**config.mk**
```make
export PLATFORM = sky130hd
export DESIGN_NAME = inta_cycle_master_flat
export DESIGN_NICKNAME = d
export VERILOG_FILES = /design/src/rtl/pic_pkg.sv /design/src/rtl/inta_cycle_master_if.sv /design/src/rtl/sync_2ff.sv /design/src/rtl/inta_cycle_master.sv /design/src/flat_wrapper.sv
export SDC_FILE = /design/constraint.sdc
export NUM_CORES = 1
export LEC_CHECK = 0
export BUFFER_PORTS_ARGS = -buffer_cell sky130_fd_sc_hd__buf_2
export CAP_MARGIN = 10
export CORE_ASPECT_RATIO = 1.25
export CORE_MARGIN = 2
export CORE_UTILIZATION = 42
export DETAILED_ROUTE_END_ITERATION = 10
export GPL_TIMING_DRIVEN = 1
export PLACE_DENSITY = 0.65
export SLEW_MARGIN = 30
export SYNTH_ARGS = -nofsm -noshare
export SYNTH_HDL_FRONTEND = slang
export SYNTH_SLANG_ARGS = --single-unit
```
**constraint.sdc**
```tcl
create_clock -name clk -period 4.6 [get_ports clk]
set_input_delay 0.92 -clock clk [delete_from_list [all_inputs] [get_ports clk]]
set_output_delay 0.92 -clock clk [all_outputs]
set_load 0.02 [all_outputs]
```
**src/rtl/pic_pkg.sv**
```systemverilog
// Shared types and timing defaults for the PIC/CPU INTA handshake.
// Holds the handshake FSM state encoding and the vector width.
package pic_pkg;

  localparam int VECTOR_W     = 8;
  localparam int INTA_LOW_DEF = 2;
  localparam int INTA_GAP_DEF = 2;
  localparam int LOCKOUT_DEF  = 4;

  typedef enum logic [2:0] {
    IDLE,
    ACK1,
    GAP,
    ACK2,
    LOCK
  } state_t;

endpackage

```
**src/rtl/inta_cycle_master_if.sv**
```systemverilog
// INT/INTA bundle between the PIC, this master and the CPU stub.
// master: INT/int_enable/D_in in; INTA_n/vector/vector_valid/busy out.
interface inta_cycle_master_if;
  import pic_pkg::*;

  logic                INT;
  logic                int_enable;
  logic [VECTOR_W-1:0] D_in;
  logic                INTA_n;
  logic [VECTOR_W-1:0] vector;
  logic                vector_valid;
  logic                busy;

  modport master (
    input  INT, int_enable, D_in,
    output INTA_n, vector, vector_valid, busy
  );

  modport slave (
    output INT, int_enable, D_in,
    input  INTA_n, vector, vector_valid, busy
  );

endinterface

```
**src/rtl/sync_2ff.sv**
```systemverilog
// Generic 1-bit two-flop synchronizer, async active-low reset.
// Ports: clk, rst_n, d (async in), q (synchronized out).
module sync_2ff (
  input  logic clk,
  input  logic rst_n,
  input  logic d,
  output logic q
);

  logic meta;

  always_ff @(posedge clk or negedge rst_n) begin
    if (!rst_n) begin
      meta <= 1'b0;
      q    <= 1'b0;
    end else begin
      meta <= d;
      q    <= meta;
    end
  end

endmodule

```
**src/rtl/inta_cycle_master.sv**
```systemverilog
// CPU-side 8086-mode INTA master: two INTA_n pulses, vector capture.
// Ports: clk, rst_n, bus (master modport of inta_cycle_master_if).
module inta_cycle_master
  import pic_pkg::*;
#(
  parameter int INTA_LOW_CYCLES = INTA_LOW_DEF,
  parameter int INTA_GAP_CYCLES = INTA_GAP_DEF,
  parameter int LOCKOUT_CYCLES  = LOCKOUT_DEF
) (
  input logic                 clk,
  input logic                 rst_n,
  inta_cycle_master_if.master bus
);

  if (INTA_LOW_CYCLES < 1 || INTA_LOW_CYCLES > 15) begin : g_bad_low
    $error("INTA_LOW_CYCLES out of range 1..15");
  end
  if (INTA_GAP_CYCLES < 1 || INTA_GAP_CYCLES > 15) begin : g_bad_gap
    $error("INTA_GAP_CYCLES out of range 1..15");
  end
  if (LOCKOUT_CYCLES < 1 || LOCKOUT_CYCLES > 15) begin : g_bad_lock
    $error("LOCKOUT_CYCLES out of range 1..15");
  end

  localparam logic [3:0] LOW_C  = 4'(INTA_LOW_CYCLES);
  localparam logic [3:0] GAP_C  = 4'(INTA_GAP_CYCLES);
  localparam logic [3:0] LOCK_C = 4'(LOCKOUT_CYCLES);

  state_t     state;
  state_t     nxt;
  logic [3:0] cnt;
  logic       int_s;
  logic       last;
  logic       inta_d;
  logic       vv_d;
  logic       cap;

  function automatic logic [3:0] dur(input state_t s);
    unique case (s)
      ACK1, ACK2: dur = LOW_C;
      GAP:        dur = GAP_C;
      LOCK:       dur = LOCK_C;
      default:    dur = 4'd0;
    endcase
  endfunction

  sync_2ff u_sync (
    .clk   (clk),
    .rst_n (rst_n),
    .d     (bus.INT),
    .q     (int_s)
  );

  assign last = (cnt == 4'd1);

  // Counter reloads on every state change, else counts down to 1.
  always_ff @(posedge clk or negedge rst_n) begin
    if (!rst_n) begin
      state <= IDLE;
      cnt   <= 4'd0;
    end else begin
      state <= nxt;
      if (nxt != state)
        cnt <= dur(nxt);
      else if (cnt != 4'd0)
        cnt <= cnt - 4'd1;
    end
  end

  always_comb begin
    nxt = state;
    unique case (state)
      IDLE: if (int_s && bus.int_enable) nxt = ACK1;
      ACK1: if (last) nxt = GAP;
      GAP:  if (last) nxt = ACK2;
      ACK2: if (last) nxt = LOCK;
      LOCK: if (last) nxt = IDLE;
      default: nxt = IDLE;
    endcase
  end

  // Outputs are computed from nxt so the flops line up with the state.
  always_comb begin
    inta_d = !((nxt == ACK1) || (nxt == ACK2));
    vv_d   = (nxt == LOCK) && (state != LOCK);
    cap    = (state == ACK2) && last;
  end

  always_ff @(posedge clk or negedge rst_n) begin
    if (!rst_n) begin
      bus.INTA_n       <= 1'b1;
      bus.vector_valid <= 1'b0;
      bus.vector       <= '0;
    end else begin
      bus.INTA_n       <= inta_d;
      bus.vector_valid <= vv_d;
      if (cap)
        bus.vector <= bus.D_in;
    end
  end

  assign bus.busy = (state != IDLE);

endmodule

```
**src/flat_wrapper.sv**
```systemverilog
// flat-port wrapper written by rule: the top's interface ports become plain ports
module inta_cycle_master_flat import pic_pkg::*;
#(
  parameter int INTA_LOW_CYCLES = INTA_LOW_DEF,
  parameter int INTA_GAP_CYCLES = INTA_GAP_DEF,
  parameter int LOCKOUT_CYCLES  = LOCKOUT_DEF
)
  (clk, rst_n, bus_INT, bus_int_enable, bus_D_in, bus_INTA_n, bus_vector, bus_vector_valid, bus_busy);
  inta_cycle_master_if bus_i ();
  input logic clk;
  input logic rst_n;
  input wire logic [$bits(bus_i.INT)-1:0] bus_INT;
  input wire logic [$bits(bus_i.int_enable)-1:0] bus_int_enable;
  input wire logic [$bits(bus_i.D_in)-1:0] bus_D_in;
  output wire logic [$bits(bus_i.INTA_n)-1:0] bus_INTA_n;
  output wire logic [$bits(bus_i.vector)-1:0] bus_vector;
  output wire logic [$bits(bus_i.vector_valid)-1:0] bus_vector_valid;
  output wire logic [$bits(bus_i.busy)-1:0] bus_busy;
  assign bus_i.INT = bus_INT;
  assign bus_i.int_enable = bus_int_enable;
  assign bus_i.D_in = bus_D_in;
  assign bus_INTA_n = bus_i.INTA_n;
  assign bus_vector = bus_i.vector;
  assign bus_vector_valid = bus_i.vector_valid;
  assign bus_busy = bus_i.busy;
  inta_cycle_master #(.INTA_LOW_CYCLES(INTA_LOW_CYCLES), .INTA_GAP_CYCLES(INTA_GAP_CYCLES), .LOCKOUT_CYCLES(LOCKOUT_CYCLES)) u_core (.clk(clk), .rst_n(rst_n), .bus(bus_i));
endmodule
```
==> results.cfg <==
[status]
status = complete, no violations

[die]
die_area_mm2 = 0.00265
die_x_um = 46.5
io_pins = 23
die_h_um = 57.1
start_util = 0.438
core_mm2 = 0.00216
placementRows = 19

[routing]
dr.pass1.iters = 4
vias_per_cell = 5.17
ant_nets = 0
vias = 719
drc = 0
drt_iter0_markers = 18
drt-total-wl_mm = 1.71
routedWlPerCell_um = 12.3

[setup_path]
cp.arrival_ns = 1.35
endpoint = bus_busy
worst-path-max-fanout = 13
worstSetupPathType = register to primary output
crit_required_ns = 3.68
critPathCaptureType = primary output
cp-start-kind = register
startpoint = u_core.state[2]$_DFF_PN0_
reg2reg_slack_ns = 2.62
ff2ff_path_depth = 5
r2r_end = u_core.bus.vector[3]$_DFFE_PN0P_
r2r-start = u_core.cnt[1]$_DFFE_PN0P_

[clock_network]
cts_tree = yes
hold_buffers = 0
root_buffer = clkbuf_4
clock_sinks = 19
cts_htree_levels = 1
cts_buffers = 3
clkSlewWorstSetupHoldPaths_ns = 0.10
cts_setup_buffers = 0
clockBufferDepth = 2
postCtsResizedCells = 0
clk_latency_ns = 0.28

[sta]
setup_ws_ns = 2.33
finalSetupTns_ns = 0
setup_viol = 0
period_share = 0.495
rsz0062_at_grt = false
finalHoldViolations = 0
fin_crit_ns = 2.27
fin_skew_ns = 0.00301
slew_viol_final = 0
tightest_slew_ns = 0.405
fmax_ghz = 0.440
max-slew-margin-rel = 0.730

[power]
sw_frac_of_total = 0.420
p_clk_frac = 0.108
sequentialPowerShare = 0.413
peakVddDrop_mv = 0.369
p_switching_mw = 0.308
combPwrFrac = 0.478
internal-power_mw = 0.426
p_leak_nw = 0.548
pwr_density_cell_mw_per_mm2 = 664

[synth]
synth-seq-area-share = 0.503
syn-num-nets = 101
synth-edff-count = 0
synthXorXnorAreaFrac = 0.0185
synthMuxAreaShare = 0.106
synthAdderAreaFrac = 0.0396
ys_ff_latch = 19
avgSynthCellArea_um2 = 11.0
synth_top_family_by_area = simple AND/OR/NAND/NOR gates
syn-cell-area_um2 = 947
ys_warn_count = 0
syn_inst = 86
synth.distinct_cells = 35
synth_flop_cell = dfrtp_1
synthArstFlopShare = 1.00
yosys.area_share.simple = 0.192
synth_compound_area_frac = 0.112

[placed_design]
place.gp.congestion = 0.763
io_buffers = 22
dp_hpwl_mm = 1.34
dp_slack_ns = 2.62

[global_route]
grt.total_usage = 0.162
grt_pass1_wl_mm = 3.10
grt_antenna_before_repair = 0
grt_max_degree = 20
grt_pass1_vias = 732
overflow = 0

[finish]
final_common_cell = buf_2
layout_common_cells = buf_2, dfrtp_1, a21oi_1
syn2layout_area_growth_pct = 16.8
drive_above_1_share = 0.296
nets = 124
n_antenna_cell = 0

[worst_hold_path]
hp-class = register to register

[job]
cap_viol_max_count = 0
[layout make-up]
cell class	count	area [um^2]
repair buffers	22	110
multi-input cells	60	443
flip-flops and latches	19	477
inverters	3	11.3
clock buffers	4	26.3
fillers	210	1060
well taps	31	38.8
[power by group through the flow]
stage | combinational (mW) | clock, mW | sequential, mW
floorplan | 0.231 | 0 | 0.331
global placement | 0.341 | 0 | 0.304
detailed placement | 0.355 | 0 | 0.307
CTS | 0.357 | 0.0845 | 0.304
global route | 0.394 | 0.0916 | 0.316
finish | 0.351 | 0.0795 | 0.304
[metal layers]
layer	global-route usage	routed length [um]	vias up	part of all wire
met4	0.114	16	0	0.0094
li1	-	-	348	-
met2	0.238	935	21	0.55
met1	0.211	690	348	0.40
met5	0	0	-	0
met3	0.0285	68	2	0.040
[synthesized netlist by cell type (2+ instances only)]
| cell type | n | area share |
|---|---|---|
| o31ai_1 | 2 | 0.016 |
| clkbuf_1 | 3 | 0.012 |
| ha_1 | 3 | 0.040 |
| nand2_1 | 5 | 0.020 |
| mux2_2 | 3 | 0.036 |
| nor2_1 | 5 | 0.020 |
| a31oi_1 | 2 | 0.013 |
| nand2b_1 | 4 | 0.026 |
| a21oi_1 | 7 | 0.037 |
| mux2_1 | 5 | 0.059 |
| nor3_1 | 2 | 0.011 |
| o211ai_1 | 2 | 0.016 |
| dfrtp_1 | 18 | 0.48 |
| or3_1 | 2 | 0.013 |
| inv_1 | 3 | 0.012 |
[metrics by stage]
| step | utilization | cells | hold WS [ns] | total power [mW] | cell area [um^2] |
|---|---|---|---|---|---|
| detailed placement | 0.499 | 135 | 0.342 | 0.662 | 1080 |
| floorplan | - | 86 | 0.331 | 0.561 | 947 |
| CTS | 0.511 | 139 | 0.366 | 0.745 | 1110 |
| global route | 0.511 | 139 | 0.369 | 0.801 | 1110 |
| finish | 0.511 | 139 | 0.362 | 0.734 | 1110 |
| global placement | 0.499 | 135 | 0.340 | 0.645 | 1080 |
[flip-flops by register name, indices dropped and copies added, names as in the netlist]
signal                   cells
u_core.u_sync.meta           1
u_core.cnt                   4
u_core.bus.vector            8
u_core.bus.vector_valid      1
u_core.state                 3
u_core.u_sync.q              1
u_core.bus.INTA_n            1
[worst max-delay path, stage by stage (launching register included)]
cell and delay, ns:
dfrtp_1 0.52, or3_1 0.38, buf_2 0.16
[cell families (layout without fill, tap and decap cells)]
| group | Yosys count | count (layout) |
|---|---|---|
| simple gates | 29 | 29 |
| flops | 19 | 19 |
| compound gates | 17 | 17 |
| mux | 9 | 9 |
| buf+inv | 7 | 29 |
| fa+ha+maj | 3 | 3 |
| xor+xnor | 2 | 2 |
[worst min path at each step]
stage                            startpoint                   endpoint  cells past startpoint
2_1_floorplan  u_core.u_sync.meta$_DFF_PN0_  u_core.u_sync.q$_DFF_PN0_                      0
3_3_place_gp   u_core.u_sync.meta$_DFF_PN0_  u_core.u_sync.q$_DFF_PN0_                      0
3_5_place_dp   u_core.u_sync.meta$_DFF_PN0_  u_core.u_sync.q$_DFF_PN0_                      0
4_1_cts        u_core.u_sync.meta$_DFF_PN0_  u_core.u_sync.q$_DFF_PN0_                      0
5_1_grt        u_core.u_sync.meta$_DFF_PN0_  u_core.u_sync.q$_DFF_PN0_                      0
6_report       u_core.u_sync.meta$_DFF_PN0_  u_core.u_sync.q$_DFF_PN0_                      0
No activity file was read; power rests on OpenSTA's default activity.
